## src/rtl/cpu_pkg.sv

```systemverilog
// Shared constants for the mini CPU datapath.
// Data/address/opcode widths and ALU opcode encodings.
package cpu_pkg;

    localparam int DATA_W = 16;
    localparam int ADDR_W = 4;
    localparam int OP_W   = 3;

    localparam logic [OP_W-1:0] OP_ADD = 3'b000;
    localparam logic [OP_W-1:0] OP_SUB = 3'b001;
    localparam logic [OP_W-1:0] OP_AND = 3'b010;
    localparam logic [OP_W-1:0] OP_OR  = 3'b011;
    localparam logic [OP_W-1:0] OP_XOR = 3'b100;
    localparam logic [OP_W-1:0] OP_NOT = 3'b101;
    localparam logic [OP_W-1:0] OP_SHL = 3'b110;
    localparam logic [OP_W-1:0] OP_SHR = 3'b111;

endpackage

```

## src/rtl/cpu_alu.sv

```systemverilog
// Combinational 3-bit-opcode ALU, no flags.
// Shifts use only the low four bits of operand B.
module cpu_alu
    import cpu_pkg::*;
#(
    parameter int W  = DATA_W,
    parameter int OW = OP_W
) (
    input  logic [W-1:0]  register_A,
    input  logic [W-1:0]  register_B,
    input  logic [OW-1:0] opcode,
    output logic [W-1:0]  result
);

    logic [3:0] shamt;

    assign shamt = register_B[3:0];

    // Select the operation; arithmetic wraps modulo 2**W
    always_comb begin
        result = '0;
        unique case (opcode)
            OP_ADD: result = register_A + register_B;
            OP_SUB: result = register_A - register_B;
            OP_AND: result = register_A & register_B;
            OP_OR:  result = register_A | register_B;
            OP_XOR: result = register_A ^ register_B;
            OP_NOT: result = ~register_A;
            OP_SHL: result = register_A << shamt;
            OP_SHR: result = register_A >> shamt;
            default: result = '0;
        endcase
    end

endmodule

```

## src/rtl/cpu_datapath.sv

```systemverilog
// Register file (16 x 16) with two combinational read ports
// and one synchronous write port, feeding the ALU directly.
module cpu_datapath
    import cpu_pkg::*;
#(
    parameter int DW = DATA_W,
    parameter int AW = ADDR_W,
    parameter int OW = OP_W
) (
    input  logic          clk,
    input  logic          rst_n,
    input  logic [AW-1:0] read_reg1,
    input  logic [AW-1:0] read_reg2,
    input  logic [AW-1:0] write_reg,
    input  logic [DW-1:0] write_data,
    input  logic          reg_write_en,
    input  logic [OW-1:0] alu_opcode,
    output logic [DW-1:0] read_data1,
    output logic [DW-1:0] read_data2,
    output logic [DW-1:0] alu_result
);

    localparam int NREG = 2 ** AW;

    logic [DW-1:0] regs [NREG];

    // Register array: async clear, one write per rising edge
    always_ff @(posedge clk or negedge rst_n) begin
        if (!rst_n) begin
            for (int i = 0; i < NREG; i++) begin
                regs[i] <= '0;
            end
        end else if (reg_write_en) begin
            regs[write_reg] <= write_data;
        end
    end

    // No bypass: reads see the stored value until the write edge
    assign read_data1 = regs[read_reg1];
    assign read_data2 = regs[read_reg2];

    cpu_alu #(
        .W  (DW),
        .OW (OW)
    ) u_alu (
        .register_A (read_data1),
        .register_B (read_data2),
        .opcode     (alu_opcode),
        .result     (alu_result)
    );

endmodule

```

## config.mk

```make
export PLATFORM = sky130hd
export DESIGN_NAME = cpu_datapath
export DESIGN_NICKNAME = d
export VERILOG_FILES = /design/src/rtl/cpu_pkg.sv /design/src/rtl/cpu_alu.sv /design/src/rtl/cpu_datapath.sv
export SDC_FILE = /design/constraint.sdc
export NUM_CORES = 1
export LEC_CHECK = 0
export CORE_MARGIN = 1
export CORE_UTILIZATION = 65
export DETAILED_ROUTE_END_ITERATION = 10
export GPL_TIMING_DRIVEN = 0
export PLACE_DENSITY = 0.94
export SETUP_SLACK_MARGIN = 0.2
export SLEW_MARGIN = 20
export SYNTH_ARGS = -nofsm -noshare
export SYNTH_HDL_FRONTEND = slang
export SYNTH_SLANG_ARGS = --single-unit
```

## constraint.sdc

```tcl
create_clock -name clk -period 10 [get_ports clk]
set_input_delay 2 -clock clk [delete_from_list [all_inputs] [get_ports clk]]
set_output_delay 2 -clock clk [all_outputs]
set_load 0.01 [all_outputs]
```

# Yosys cells after proc, flatten, opt, wreduce, memory -nomap -nowiden
# Index checks and enable logic that the tools add are counted.
# word_totals
elab_cells	50
input_bits	34
romBits	0
mem_count	0
ramBits	0
output_inout_bits	48
latch_bits	0
regBits	256
# op_classes
div	0
n_eq_ne	7
n_shift	2
multipliers	0
bitwise_logic	7
n_reduce_logical	2
order_cmp	4
n_mux	10
addsub	2
# op_table
op	n
bitwise mux 256 bit	1
binary-select mux 16 bit (select 4 bit)	2
one-hot mux 16 bit (8 select lines)	1
2-to-1 mux 16 bit	5
demux 16 bit (select 4 bit)	1
adder 16 bit	1
bitwise AND 16 bit	1
inverter 16 bit	1
OR 16 bit	1
left shift 16 x 4 -> 16 bit	1
right shift 16 x 4 -> 16 bit	1
subtractor 16 bit	1
XOR 16 bit	1
>= comparator 5 bit, second input constant	3
inverter 4 -> 5 bit	3
== test 3 bit, second input constant	4
== test 3 x 2 -> 1 bit, second input constant	2
less-than comparator 5 x 1 -> 1 bit, second input constant	1
== test 3 x 1 -> 1 bit, second input constant	1
logical NOT 3 bit	1
logical AND 1 bit	1

# Longest topological paths before layout
# Gate-level depths: netlist of the first run.
# logic_depth
ltp_word	6
ltp_mapped	21
depth_no_buf	16

# Hierarchy
# Synthesis of the first run repeated with hierarchy kept, for this count alone.
# unflattened
hier_cells	1356
hier_area_um2	16916.2
# modules_own_cells
module	n_inst	cells_each	area_each_um2
cpu_datapath	1	849	13470.4
cpu_alu	1	507	3445.8

# Worst setup path before layout of the first run
# No wires, ideal clock.
# synth_path
path_type	in2out
startpoint	input port read_reg2[0]
endpoint	output port alu_result[15]
t_required_ns	8.000
path_stages	16
slack_ns	1.974
arrival_ns	6.026
cell_sequence	buf_6 > mux4_2 > mux4_2 > inv_2 > clkbuf_1 > ha_1 > mux2i_1 > ha_1 > nor2b_1 > o31a_1 > o41a_1 > a211oi_1 > o41a_1 > o21ai_0 > xnor2_1 > a21o_1
# synth_via
elab_chain_len	6
elab_cells_between_ends	12
# synth_lines
element	line	text
start, declared	cpu_datapath.sv:13	input logic [AW-1:0] read_reg2,
inverter 4 -> 5 bit (not written as such) *	cpu_datapath.sv:40	assign read_data2 = regs[read_reg2];
binary-select mux 16 bit (select 4 bit) *	cpu_datapath.sv:40	
2-to-1 mux 16 bit (not written as such) * (2 in series)	cpu_datapath.sv:40	
subtractor 16 bit, or another cell as far along	cpu_alu.sv:24	OP_SUB: result = register_A - register_B;
one-hot mux 16 bit (8 select lines) *	cpu_alu.sv:22	unique case (opcode)
end, declared	cpu_datapath.sv:20	output logic [DW-1:0] alu_result
# Every way passes the cells marked *; elsewhere a longest branch is shown, timed or not. The select of a mux whose other input is x is not followed.

# Final worst setup path of the first run
# layout_path
startpoint	input port read_reg2[2]
endpoint	output port alu_result[11]
# The elaborated chain is that of the path after synthesis.

==> results.rst, run 1 <==
.. list-table::
   :header-rows: 1

   * - Metric
     - Value
   * - Share of flip-flops with an asynchronous set or reset after synthesis
     - 1.00
   * - Top fanout value on the critical path
     - 12
   * - Main combinational cell family by area after synthesis
     - multiplexers
   * - Pwr dens
     - 235 nW/um^2
   * - Worst reg2reg path depth
     - 1
   * - Port-buffer cells
     - 71
   * - Max capacitance violation total
     - 0
   * - Cell leakage power
     - 0.00777 uW
   * - Number of warnings issued by yosys
     - 0
   * - ANT nets after route
     - 0
   * - DIE AREA
     - 26400 sq um
   * - Core Footprint
     - 25300 sq um
   * - Post-Synth XOR/XNOR Area
     - 0.0146
   * - Synthesized netlist net count
     - 1378
   * - Number of failing hold endpoints at the final stage
     - 0
   * - Buffer cell driving the clock tree root
     - sky130_fd_sc_hd__clkbuf_16
   * - Arithmetic-cell share of the synthesized area counting full adders, half adders and majority gates
     - 0.0378
   * - Simple-gate share of the synthesized area
     - 0.0527
   * - Layout Nets
     - 1481
   * - Reg-to-Reg End
     - regs[181]$_DFFE_PN0P_
   * - Peak supply drop
     - 190 uV
   * - Number of cells on the worst hold path
     - 1
   * - Register bit total from synthesis
     - 256
   * - Cell count after placement
     - 1697
   * - I/O pin count
     - 82
   * - Overall track demand over capacity in global routing
     - 0.472
   * - Total clock buffers created by CTS
     - 25
   * - Gp weighted congestion
     - 0.990
   * - Clock skew after layout
     - 0 ns
   * - Post-synthesis mux area share
     - 0.392
   * - Part of the cycle the worst path needs
     - 0.955
   * - Setup violations, final
     - 0
   * - Number of vias in the routed layout
     - 13.5k
   * - Final min period
     - 9.55 ns
   * - Largest regs
     - regs x256
   * - Maximum number of pins on one net before global-route repair
     - 102
   * - Average detailed-routed wire length per instance
     - 34.5 microns
   * - Clock tree from TritonCTS
     - built
   * - Total power of the final layout
     - 4440 uW
   * - Highest cell delay on the worst timing path
     - 0.62 ns
   * - Layout overhead on the synthesized area
     - 12.9%
   * - Launching element type of the critical path
     - input pin
   * - Final non-filler cell total
     - 1746
   * - Post-synthesis average cell area
     - 12.9 sq um
   * - Category of the worst setup path capture point
     - output pin
   * - Launch point of the worst reg-to-reg path
     - regs[181]$_DFFE_PN0P_
   * - Worst setup path class
     - input pin to output pin
   * - Wire length of the first global-routing pass
     - 90.0 mm
   * - Status
     - complete, no violations
   * - Arrival time of the worst setup path
     - 7.55 ns
   * - Cell row count
     - 58
   * - Smallest setup slack after layout
     - 0.448 ns
   * - Place WS
     - -0.325 ns
   * - Reg-to-reg slack, setup
     - 9.13 ns
   * - Share of layout cells above drive strength 1
     - 0.365
   * - Top_reg_cell synth
     - sky130_fd_sc_hd__dfrtp_1
   * - Count of unresolved DRC violations after routing
     - 0
   * - Synth Area in Compound Gates
     - 0.0840
   * - Min-delay worst type
     - register to register
   * - RSZ-0062 raised after global routing
     - no
   * - Cell breakdown of the critical path
     - clkdlybuf4s50_1 -> clkbuf_4 -> nor2b_1 -> buf_1 -> a22o_1 -> nor2_4 -> inv_2 -> buf_2 -> nor3_4 -> a31oi_1 -> xnor2_1 -> ha_1 -> o21ai_0 -> nand2b_1 -> o41a_1 -> a211oi_1 -> or3_1 -> xnor2_1 -> a211oi_1 -> o211ai_1 -> clkdlybuf4s50_1
   * - TritonCTS sink count
     - 256
   * - Sum of negative setup slack
     - 0 ns
   * - Post-synth cell types
     - 70
   * - Number of vias per cell
     - 7.75
   * - Initial antenna violation count
     - 0
   * - Antenna cell count
     - 0
   * - # hold bufs at CTS
     - 0
   * - Post-detailed-routing wire length
     - 60.2 mm
   * - Clock latency of the later-clocked register in the worst-skew pair
     - 0.52 ns
   * - End point of the worst hold path
     - regs[202]$_DFFE_PN0P_
   * - Congestion Overflow GR
     - 0
   * - Layout fillers
     - 1450
   * - Util after Layout
     - 0.749
   * - Register containing the most flip-flops in the final layout
     - regs
   * - Fmax
     - 105 MHz
   * - Cell at the slowest stage of the critical path
     - sky130_fd_sc_hd__buf_1
   * - Sequential-to-total area share from yosys stat
     - 0.382
   * - Largest register FFs
     - 256
   * - H-tree depth
     - 1
   * - Post-synthesis instance area
     - 16800 sq um
   * - Transition time at the pin with the least slew margin
     - 1.20 ns
   * - First-pass iteration count of the detailed router
     - 6
   * - Number of global-route vias before repair
     - 14.2k
   * - Number of enable flip-flop cells after synthesis
     - 0
   * - Overall die height
     - 163 microns
   * - Final slew viol count
     - 0
   * - DR iter-0 viols
     - 1748
   * - Die boundary width
     - 163 microns
   * - Worst endpoint required time
     - 8.00 ns
   * - Register clock-pin slew on the reported worst setup and hold paths
     - 0.06 ns
   * - Total half-perimeter wirelength after legalization and detailed placement
     - 40.4 mm
   * - Max-slew headroom at the worst pin
     - 0.202
   * - Start point of the worst min-delay path
     - regs[202]$_DFFE_PN0P_
   * - Number of buffers between clock root and the deepest sink
     - 3
   * - Synth Instances
     - 1294
   * - Effective utilization at floorplan
     - 0.663
==> routing by layer <==
metal	vias up	track usage	part of all wire
li1	5208	-	-
met1	6623	0.555	0.33
met2	1287	0.732	0.46
met3	421	0.143	0.12
met4	0	0.360	0.087
met5	-	0	0
==> power breakdown <==
group / total (uW) / switching [uW] / internal (uW)
Combinational: 1900 / 1000 / 898
Clock: 1030 / 412 / 622
Sequential: 1500 / 226 / 1280
Total: 4440 / 1640 / 2800
==> worst max-delay path by stage <==
stage                       startpoint               endpoint  slack, ns  depth (start not counted)
after floorplan           read_reg2[0]         alu_result[15]       1.97                         16
after global placement           rst_n  regs[250]$_DFFE_PN0P_      -3.47                          1
after detailed placement  read_reg2[2]         alu_result[14]      -0.32                         20
after CTS                 read_reg2[2]         alu_result[11]       0.22                         20
after global routing      read_reg2[2]         alu_result[11]       0.21                         20
final                     read_reg2[2]         alu_result[11]       0.45                         21
==> placed cells by master (no fill, tap or decap), types with 5 or more instances in the layout <==
cell	Yosys	layout
sky130_fd_sc_hd__mux4_2	151	151
sky130_fd_sc_hd__clkbuf_1	68	64
sky130_fd_sc_hd__buf_1	11	7
sky130_fd_sc_hd__or2_2	6	6
sky130_fd_sc_hd__o211ai_1	9	9
sky130_fd_sc_hd__inv_1	28	28
sky130_fd_sc_hd__o21ai_1	12	12
sky130_fd_sc_hd__nand2_1	51	51
sky130_fd_sc_hd__a22oi_1	10	10
sky130_fd_sc_hd__nor3_1	8	6
sky130_fd_sc_hd__mux2_2	259	259
sky130_fd_sc_hd__buf_4	5	9
sky130_fd_sc_hd__clkdlybuf4s50_1	0	70
sky130_fd_sc_hd__ha_1	49	49
sky130_fd_sc_hd__nand2b_1	7	7
sky130_fd_sc_hd__a211oi_1	22	22
sky130_fd_sc_hd__dfrtp_1	256	256
sky130_fd_sc_hd__buf_6	4	5
sky130_fd_sc_hd__nand3_1	19	19
sky130_fd_sc_hd__a22o_1	12	12
sky130_fd_sc_hd__nor2_1	55	54
sky130_fd_sc_hd__nor2b_1	6	6
sky130_fd_sc_hd__o21ai_0	35	35
sky130_fd_sc_hd__clkbuf_8	0	8
sky130_fd_sc_hd__mux2i_1	25	25
sky130_fd_sc_hd__a21oi_1	36	36
sky130_fd_sc_hd__clkbuf_16	0	25
sky130_fd_sc_hd__and3_1	5	5
sky130_fd_sc_hd__buf_2	14	14
sky130_fd_sc_hd__or3_1	8	8
sky130_fd_sc_hd__clkbuf_2	0	8
sky130_fd_sc_hd__xnor2_1	24	24
sky130_fd_sc_hd__a31oi_1	9	9
sky130_fd_sc_hd__and2_1	7	7
==> critical path: cells and delay by family <==
kind            cells  cell delay, ns
xor+xnor            2            0.26
simple gates        5            0.77
buf+inv             6            2.42
compound gates      7            1.73
fa+ha+maj           1            0.36
==> cell type report <==
class,instances,area (sq um),share of cell area
inverter,35,131,0.00694
buffer,103,497,0.0263
tap,330,413,0.0218
sequential,256,6410,0.339
multi-input combinational,899,9770,0.516
timing repair buffer,77,801,0.0423
clock inverter,10,156,0.00827
clock buffer,36,747,0.0395
==> synth_stat cells, types with 8 or more instances <==
| master | number | area share |
|---|---|---|
| sky130_fd_sc_hd__a211oi_1 | 22 | 0.0099 |
| sky130_fd_sc_hd__a21oi_1 | 36 | 0.011 |
| sky130_fd_sc_hd__a22o_1 | 12 | 0.0063 |
| sky130_fd_sc_hd__a22oi_1 | 10 | 0.0045 |
| sky130_fd_sc_hd__a31oi_1 | 9 | 0.0034 |
| sky130_fd_sc_hd__buf_1 | 11 | 0.0025 |
| sky130_fd_sc_hd__buf_2 | 14 | 0.0042 |
| sky130_fd_sc_hd__clkbuf_1 | 68 | 0.015 |
| sky130_fd_sc_hd__dfrtp_1 | 256 | 0.38 |
| sky130_fd_sc_hd__ha_1 | 49 | 0.037 |
| sky130_fd_sc_hd__inv_1 | 28 | 0.0063 |
| sky130_fd_sc_hd__mux2_2 | 259 | 0.17 |
| sky130_fd_sc_hd__mux2i_1 | 25 | 0.015 |
| sky130_fd_sc_hd__mux4_2 | 151 | 0.20 |
| sky130_fd_sc_hd__nand2_1 | 51 | 0.011 |
| sky130_fd_sc_hd__nand3_1 | 19 | 0.0057 |
| sky130_fd_sc_hd__nor2_1 | 55 | 0.012 |
| sky130_fd_sc_hd__nor3_1 | 8 | 0.0024 |
| sky130_fd_sc_hd__o211ai_1 | 9 | 0.0040 |
| sky130_fd_sc_hd__o21ai_0 | 35 | 0.010 |
| sky130_fd_sc_hd__o21ai_1 | 12 | 0.0036 |
| sky130_fd_sc_hd__or3_1 | 8 | 0.0030 |
| sky130_fd_sc_hd__xnor2_1 | 24 | 0.013 |
==> per-stage QoR <==
stage | cell area, sq um | hold WS, ns
after floorplan | 16800 | 0.491
after global placement | 17900 | 0.500
after detailed placement | 17900 | 0.513
after CTS | 18900 | 0.526
after global routing | 18900 | 0.538
final | 18900 | 0.526
==> cell families (layout without fill, tap and decap cells) <==
family | after synthesis | count (layout)
muxes | 435 | 435
DFF | 256 | 256
buffers and inverters | 139 | 261
and+or+nand+nor | 186 | 186
AOI/OAI and AO/OA | 200 | 200
adders and majority gates | 50 | 50
xor gates and xnor gates | 28 | 28
==> timing repair <==
item                       CTS  global route
gates cloned                 0             0
buffers inserted             0             4
setup endpoints to repair    9             5
resized for setup            8            14
pin swaps                    0             1
No activity file was read; power rests on OpenSTA's default activity.
==> inputs of run 2 (changes only) <==
Clock period 10 ns to 11.4 ns, I/O delays scaled along.
==> run 2 against run 1 <==
Effect of this change: clock skew stayed put; worst setup slack better by 0.025 ns; clock power fell by 11%; core utilization fell by 0.30 points; highest routed layer unchanged.
==> results.rst, run 2 (synthesized netlist as in run 1, its figures left out) <==
.. list-table::
   :header-rows: 1

   * - Metric
     - Value
   * - Final min period
     - 10.93 ns
   * - Worst setup path class
     - input pin to output pin
   * - RSZ-0062 raised after global routing
     - no
   * - Wire length of the first global-routing pass
     - 90.1 mm
   * - Maximum number of pins on one net before global-route repair
     - 102
   * - Clock skew after layout
     - 0 ns
   * - Count of unresolved DRC violations after routing
     - 0
   * - Largest regs
     - regs x256
   * - Number of vias per cell
     - 7.80
   * - DR iter-0 viols
     - 1806
   * - Max capacitance violation total
     - 0
   * - Layout Nets
     - 1478
   * - Initial antenna violation count
     - 1
   * - I/O pin count
     - 82
   * - Highest-count cells in the layout ignoring fill and taps
     - sky130_fd_sc_hd__mux2_2 (259), sky130_fd_sc_hd__dfrtp_1 (256), sky130_fd_sc_hd__mux4_2 (151)
   * - Core Footprint
     - 25300 sq um
   * - Congestion Overflow GR
     - 0
   * - Final non-filler cell total
     - 1743
   * - Cell row count
     - 58
   * - DIE AREA
     - 26400 sq um
   * - Total half-perimeter wirelength after legalization and detailed placement
     - 40.4 mm
   * - Number of global-route vias before repair
     - 14.2k
   * - Sum of negative setup slack
     - 0 ns
   * - Port-buffer cells
     - 71
   * - Layout overhead on the synthesized area
     - 12.5%
   * - Share of layout cells above drive strength 1
     - 0.355
   * - Antenna cell count
     - 0
   * - Number of vias in the routed layout
     - 13.6k
   * - Total clock buffers created by CTS
     - 25
   * - Min-delay worst type
     - register to register
   * - ANT nets after route
     - 0
   * - Max-slew headroom at the worst pin
     - 0.162
   * - Top fanout value on the critical path
     - 11
   * - Overall die height
     - 163 microns
   * - Arrival time of the worst setup path
     - 8.65 ns
   * - Final slew viol count
     - 0
   * - Most frequent standard cell in the layout excluding fill and tap cells
     - sky130_fd_sc_hd__mux2_2
   * - Post-detailed-routing wire length
     - 60.3 mm
   * - Total power of the final layout
     - 3890 uW
   * - Fmax
     - 91.5 MHz
   * - # hold bufs at CTS
     - 0
   * - H-tree depth
     - 1
   * - Transition time at the pin with the least slew margin
     - 1.25 ns
   * - Number of gates resized after CTS
     - 0
   * - Buffer cell driving the clock tree root
     - sky130_fd_sc_hd__clkbuf_16
   * - Register containing the most flip-flops in the final layout
     - regs
   * - Register clock-pin slew on the reported worst setup and hold paths
     - 0.06 ns
   * - Die boundary width
     - 163 microns
   * - Clock latency of the later-clocked register in the worst-skew pair
     - 0.52 ns
   * - Number of failing hold endpoints at the final stage
     - 0
   * - Worst endpoint required time
     - 9.12 ns
   * - Effective utilization at floorplan
     - 0.663
   * - Overall track demand over capacity in global routing
     - 0.473
   * - TritonCTS sink count
     - 256
   * - Setup Fix Bufs, Post-CTS
     - 0
   * - Clock tree from TritonCTS
     - built
   * - Part of the cycle the worst path needs
     - 0.958
   * - Gp weighted congestion
     - 0.990
   * - Status
     - complete, no violations
   * - Pwr dens
     - 206 nW/um^2
   * - Launching element type of the critical path
     - input pin
   * - Peak supply drop
     - 167 uV
   * - Setup violations, final
     - 0
   * - Largest register FFs
     - 256
   * - Number of buffers between clock root and the deepest sink
     - 3
   * - Average detailed-routed wire length per instance
     - 34.6 microns
   * - Cell leakage power
     - 0.00773 uW
   * - Category of the worst setup path capture point
     - output pin
   * - Cell count after placement
     - 1697
   * - First-pass iteration count of the detailed router
     - 8
-- run 2: worst max-delay path, stage by stage --
cell and delay (ns):
sky130_fd_sc_hd__buf_2 0.22, sky130_fd_sc_hd__buf_4 0.27, sky130_fd_sc_hd__clkbuf_1 0.76, sky130_fd_sc_hd__buf_1 0.68, sky130_fd_sc_hd__nor2_1 0.18, sky130_fd_sc_hd__a22oi_1 0.22, sky130_fd_sc_hd__and2_1 0.14, sky130_fd_sc_hd__buf_2 0.21
sky130_fd_sc_hd__inv_2 0.15, sky130_fd_sc_hd__buf_1 0.38, sky130_fd_sc_hd__xnor2_1 0.27, sky130_fd_sc_hd__ha_1 0.38, sky130_fd_sc_hd__a21o_1 0.14, sky130_fd_sc_hd__a21oi_1 0.11, sky130_fd_sc_hd__o21a_1 0.18, sky130_fd_sc_hd__nor3_1 0.59
sky130_fd_sc_hd__a211oi_1 0.23, sky130_fd_sc_hd__o31ai_1 0.35, sky130_fd_sc_hd__xnor2_1 0.17, sky130_fd_sc_hd__o21ai_1 0.15, sky130_fd_sc_hd__clkdlybuf4s50_1 0.55
-- run 2: cell type report --
| class | instances | area, sq um |
|---|---|---|
| Clock buffer | 36 | 747 |
| Sequential cell | 256 | 6410 |
| Fill cell | 1463 | 6410 |
| Inverter | 35 | 131 |
| Clock inverter | 10 | 156 |
| Multi-Input combinational cell | 899 | 9740 |
| Buffer | 104 | 482 |
| Tap cell | 330 | 413 |
| Timing Repair Buffer | 73 | 771 |
-- run 2: metrics by stage --
stage          instance area (sq um)   util  setup WS [ns]  hold slack (ns)
2_1_floorplan                  16800      -           2.81            0.491
3_3_place_gp                   17900  0.708          -2.35            0.500
3_5_place_dp                   17900  0.710          0.515            0.513
4_1_cts                        18800  0.746          0.417            0.526
5_1_grt                        18800  0.746          0.331            0.538
6_report                       18800  0.746          0.473            0.526
-- run 2: worst paths after layout --
| check | start | end | slack [ns] | cells after the start |
|---|---|---|---|---|
| setup / recovery | read_reg2[1] | alu_result[14] | 0.47 | 21 |
| hold / removal | regs[202]$_DFFE_PN0P_ | regs[202]$_DFFE_PN0P_ | 0.53 | 1 |
| setup reg to reg | regs[181]$_DFFE_PN0P_ | regs[181]$_DFFE_PN0P_ | 10.53 | 1 |
| hold reg to reg | regs[202]$_DFFE_PN0P_ | regs[202]$_DFFE_PN0P_ | 0.53 | 1 |
| max in group asynchronous | rst_n | regs[186]$_DFFE_PN0P_ | 8.78 | 2 |
| min in group asynchronous | rst_n | regs[67]$_DFFE_PN0P_ | 1.71 | 1 |
-- run 2: power by group --
part / leakage (uW) / total (uW) / switching (uW) / internal, uW
registers: 0.00314 / 1320 / 198 / 1120
logic: 0.00414 / 1660 / 876 / 781
clock network: 0.000446 / 913 / 367 / 546
-- run 2: routing by layer --
layer  GRT usage  vias up  routed length (microns)
li1            -     5197                        -
met1       0.558     6704                    20000
met2       0.727     1259                    27800
met3       0.144      437                     7190
met4       0.370        0                     5410
met5           0        -                        0
==> inputs of run 3 (changes only) <==
Settings changed: CORE_UTILIZATION 65 to 35, PLACE_DENSITY 0.94 to 0.6.
==> run 3 against run 2 <==
Effect of this change: the run now ends with DRC left; worst hold slack got worse by 0.0012 ns; flip-flop and latch count stayed put; critical path depth is 2 lower; non-clock buffer count fell by 1; clock skew unchanged; first-iteration DRC count down 42%; via count decreased by 9.3%; sequential share of layout area shrank 0.57 points; critical path type unchanged; critical endpoint is now alu_result[12].
==> results.rst, run 3 (synthesized netlist as in run 1, its figures left out) <==
.. list-table::
   :header-rows: 1

   * - Metric
     - Value
   * - Largest regs
     - regs x256
   * - Max-slew headroom at the worst pin
     - 0.261
   * - I/O pin count
     - 82
   * - Cell breakdown of the critical path
     - clkdlybuf4s50_1 -> buf_2 -> mux4_2 -> mux4_2 -> inv_2 -> clkbuf_1 -> ha_1 -> nor2_1 -> xnor2_1 -> ha_1 -> a21o_1 -> a21oi_1 -> o21a_1 -> nor3_1 -> a211oi_1 -> nor2_1 -> xnor2_1 -> o2111ai_1 -> clkdlybuf4s50_1
   * - Clock network power share
     - 0.235
   * - DR iter-0 viols
     - 1041
   * - Number of global-route vias before repair
     - 12.7k
   * - Transition time at the pin with the least slew margin
     - 1.10 ns
   * - Register clock-pin slew on the reported worst setup and hold paths
     - 0.06 ns
   * - Worst endpoint required time
     - 9.12 ns
   * - Die boundary width
     - 221 microns
   * - TritonCTS sink count
     - 256
   * - Core Footprint
     - 46900 sq um
   * - Number of failing hold endpoints at the final stage
     - 0
   * - Status
     - complete, but fails checks
   * - Maximum number of pins on one net before global-route repair
     - 95
   * - Total clock buffers created by CTS
     - 27
   * - Launching element type of the critical path
     - input pin
   * - Setup Fix Bufs, Post-CTS
     - 0
   * - Total half-perimeter wirelength after legalization and detailed placement
     - 40.4 mm
   * - Port-buffer cells
     - 71
   * - H-tree depth
     - 1
   * - Wire length of the first global-routing pass
     - 86.1 mm
   * - Layout fillers
     - 4455
   * - Post-detailed-routing wire length
     - 57.7 mm
   * - Top fanout value on the critical path
     - 11
   * - Highest cell delay on the worst timing path
     - 0.72 ns
   * - Worst hold slack across all endpoints
     - 0.525 ns
   * - Number of buffers between clock root and the deepest sink
     - 3
   * - Final min period
     - 10.82 ns
   * - Layout overhead on the synthesized area
     - 14.4%
   * - Final slew viol count
     - 0
   * - Worst setup path class
     - input pin to output pin
   * - Fmax
     - 92.4 MHz
   * - Overall track demand over capacity in global routing
     - 0.244
   * - Category of the worst setup path capture point
     - output pin
   * - Most frequent standard cell in the layout excluding fill and tap cells
     - sky130_fd_sc_hd__mux2_2
   * - Max capacitance violation total
     - 0
   * - Setup violations, final
     - 0
   * - Share of layout cells above drive strength 1
     - 0.357
   * - Clock skew after layout
     - 0 ns
   * - Reported net switching power
     - 1370 uW
   * - Overall die height
     - 221 microns
   * - Arrival time of the worst setup path
     - 8.54 ns
   * - First-pass iteration count of the detailed router
     - 8
   * - Peak supply drop
     - 94.0 uV
   * - Congestion Overflow GR
     - 0
   * - Cell row count
     - 79
   * - RSZ-0062 raised after global routing
     - no
   * - Count of unresolved DRC violations after routing
     - 10
   * - Buffer cell driving the clock tree root
     - sky130_fd_sc_hd__clkbuf_16
   * - Sum of negative setup slack
     - 0 ns
   * - Register containing the most flip-flops in the final layout
     - regs
   * - Cell leakage power
     - 0.00772 uW
   * - Layout Nets
     - 1479
   * - DIE AREA
     - 48700 sq um
   * - Comb power frac
     - 0.429
   * - Gp weighted congestion
     - 0.945
   * - Failing checks
     - DRC
   * - Pwr dens
     - 197 nW/um^2
   * - Net switching share of the total power
     - 0.361
   * - Reg-to-reg slack, setup
     - 10.60 ns
   * - Combined flip-flop and latch cell area
     - 6410 sq um
   * - Number of vias in the routed layout
     - 12.3k
   * - Relative contribution of sequential cells to total power
     - 0.337
   * - Highest-count cells in the layout ignoring fill and taps
     - sky130_fd_sc_hd__mux2_2 (259), sky130_fd_sc_hd__dfrtp_1 (256), sky130_fd_sc_hd__mux4_2 (151)
   * - Min-delay worst type
     - register to register
   * - Total power of the final layout
     - 3780 uW
   * - Part of the cycle the worst path needs
     - 0.949
   * - Number of vias per cell
     - 6.10
   * - Internal power of the cells
     - 2410 uW
   * - Initial antenna violation count
     - 1
   * - Multi-input logic area
     - 9740 sq um
   * - Effective utilization at floorplan
     - 0.358
   * - Clock tree from TritonCTS
     - built
   * - ANT nets after route
     - 0
   * - Antenna cell count
     - 0
   * - Average detailed-routed wire length per instance
     - 28.6 microns
   * - Cell at the slowest stage of the critical path
     - sky130_fd_sc_hd__nor3_1
   * - Largest register FFs
     - 256
   * - Clock latency of the later-clocked register in the worst-skew pair
     - 0.55 ns
[run 3: cell type report]
class | count | area share
multi-input combinational | 899 | 0.508
sequential | 256 | 0.334
timing repair buffer | 73 | 0.0402
clock buffer | 38 | 0.0400
tap | 607 | 0.0396
buffer | 103 | 0.0252
inverter | 35 | 0.00686
clock inverter | 9 | 0.00568
[run 3: per-layer routing]
| layer | vias up | global-route usage | part of all wire |
|---|---|---|---|
| li1 | 5191 | - | - |
| met1 | 6474 | 0.325 | 0.41 |
| met2 | 561 | 0.407 | 0.48 |
| met3 | 100 | 0.0316 | 0.072 |
| met4 | 2 | 0.0861 | 0.035 |
| met5 | - | 0 | 0.00024 |
[run 3: stage by stage]
step | std cells | worst slack [ns] | cell area (sq um) | utilization
floorplan | 1294 | 2.81 | 16800 | -
global placement | 1972 | -3.01 | 18200 | 0.389
detailed placement | 1974 | 0.282 | 18300 | 0.390
CTS | 2021 | 0.281 | 19200 | 0.409
global route | 2020 | 0.258 | 19200 | 0.409
finish | 2020 | 0.576 | 19200 | 0.409
[run 3: critical path, delay by kind of cell]
kind                       cells  cell delay (ns)
AOI/OAI and AO/OA              5             0.94
muxes                          2             0.99
adders and majority gates      2             0.82
buffers and inverters          5             2.19
xor gates and xnor gates       2             0.29
and+or+nand+nor                3             1.01
[run 3: final timing paths]
| check | startpoint | to | cells after the start |
|---|---|---|---|
| hold / removal | regs[220]$_DFFE_PN0P_ | regs[220]$_DFFE_PN0P_ | 1 |
| hold reg to reg | regs[220]$_DFFE_PN0P_ | regs[220]$_DFFE_PN0P_ | 1 |
| setup / recovery | read_reg2[2] | alu_result[12] | 19 |
| min in group asynchronous | rst_n | regs[39]$_DFFE_PN0P_ | 1 |
| max in group asynchronous | rst_n | regs[255]$_DFFE_PN0P_ | 3 |
| setup reg to reg | regs[155]$_DFFE_PN0P_ | regs[155]$_DFFE_PN0P_ | 1 |
[run 3: power groups by stage]
stage / combinational [uW] / sequential, uW / clock [uW]
floorplan: 1080 / 1230 / 0
global placement: 1580 / 1270 / 0
detailed placement: 1600 / 1280 / 0
CTS: 1610 / 1270 / 901
global route: 1730 / 1300 / 934
finish: 1620 / 1270 / 887
[run 3: timing repair]
action | CTS | global route
endpoints found under the setup margin | 0 | 3
hold buffers | 0 | 0
gates resized for setup | 0 | 0
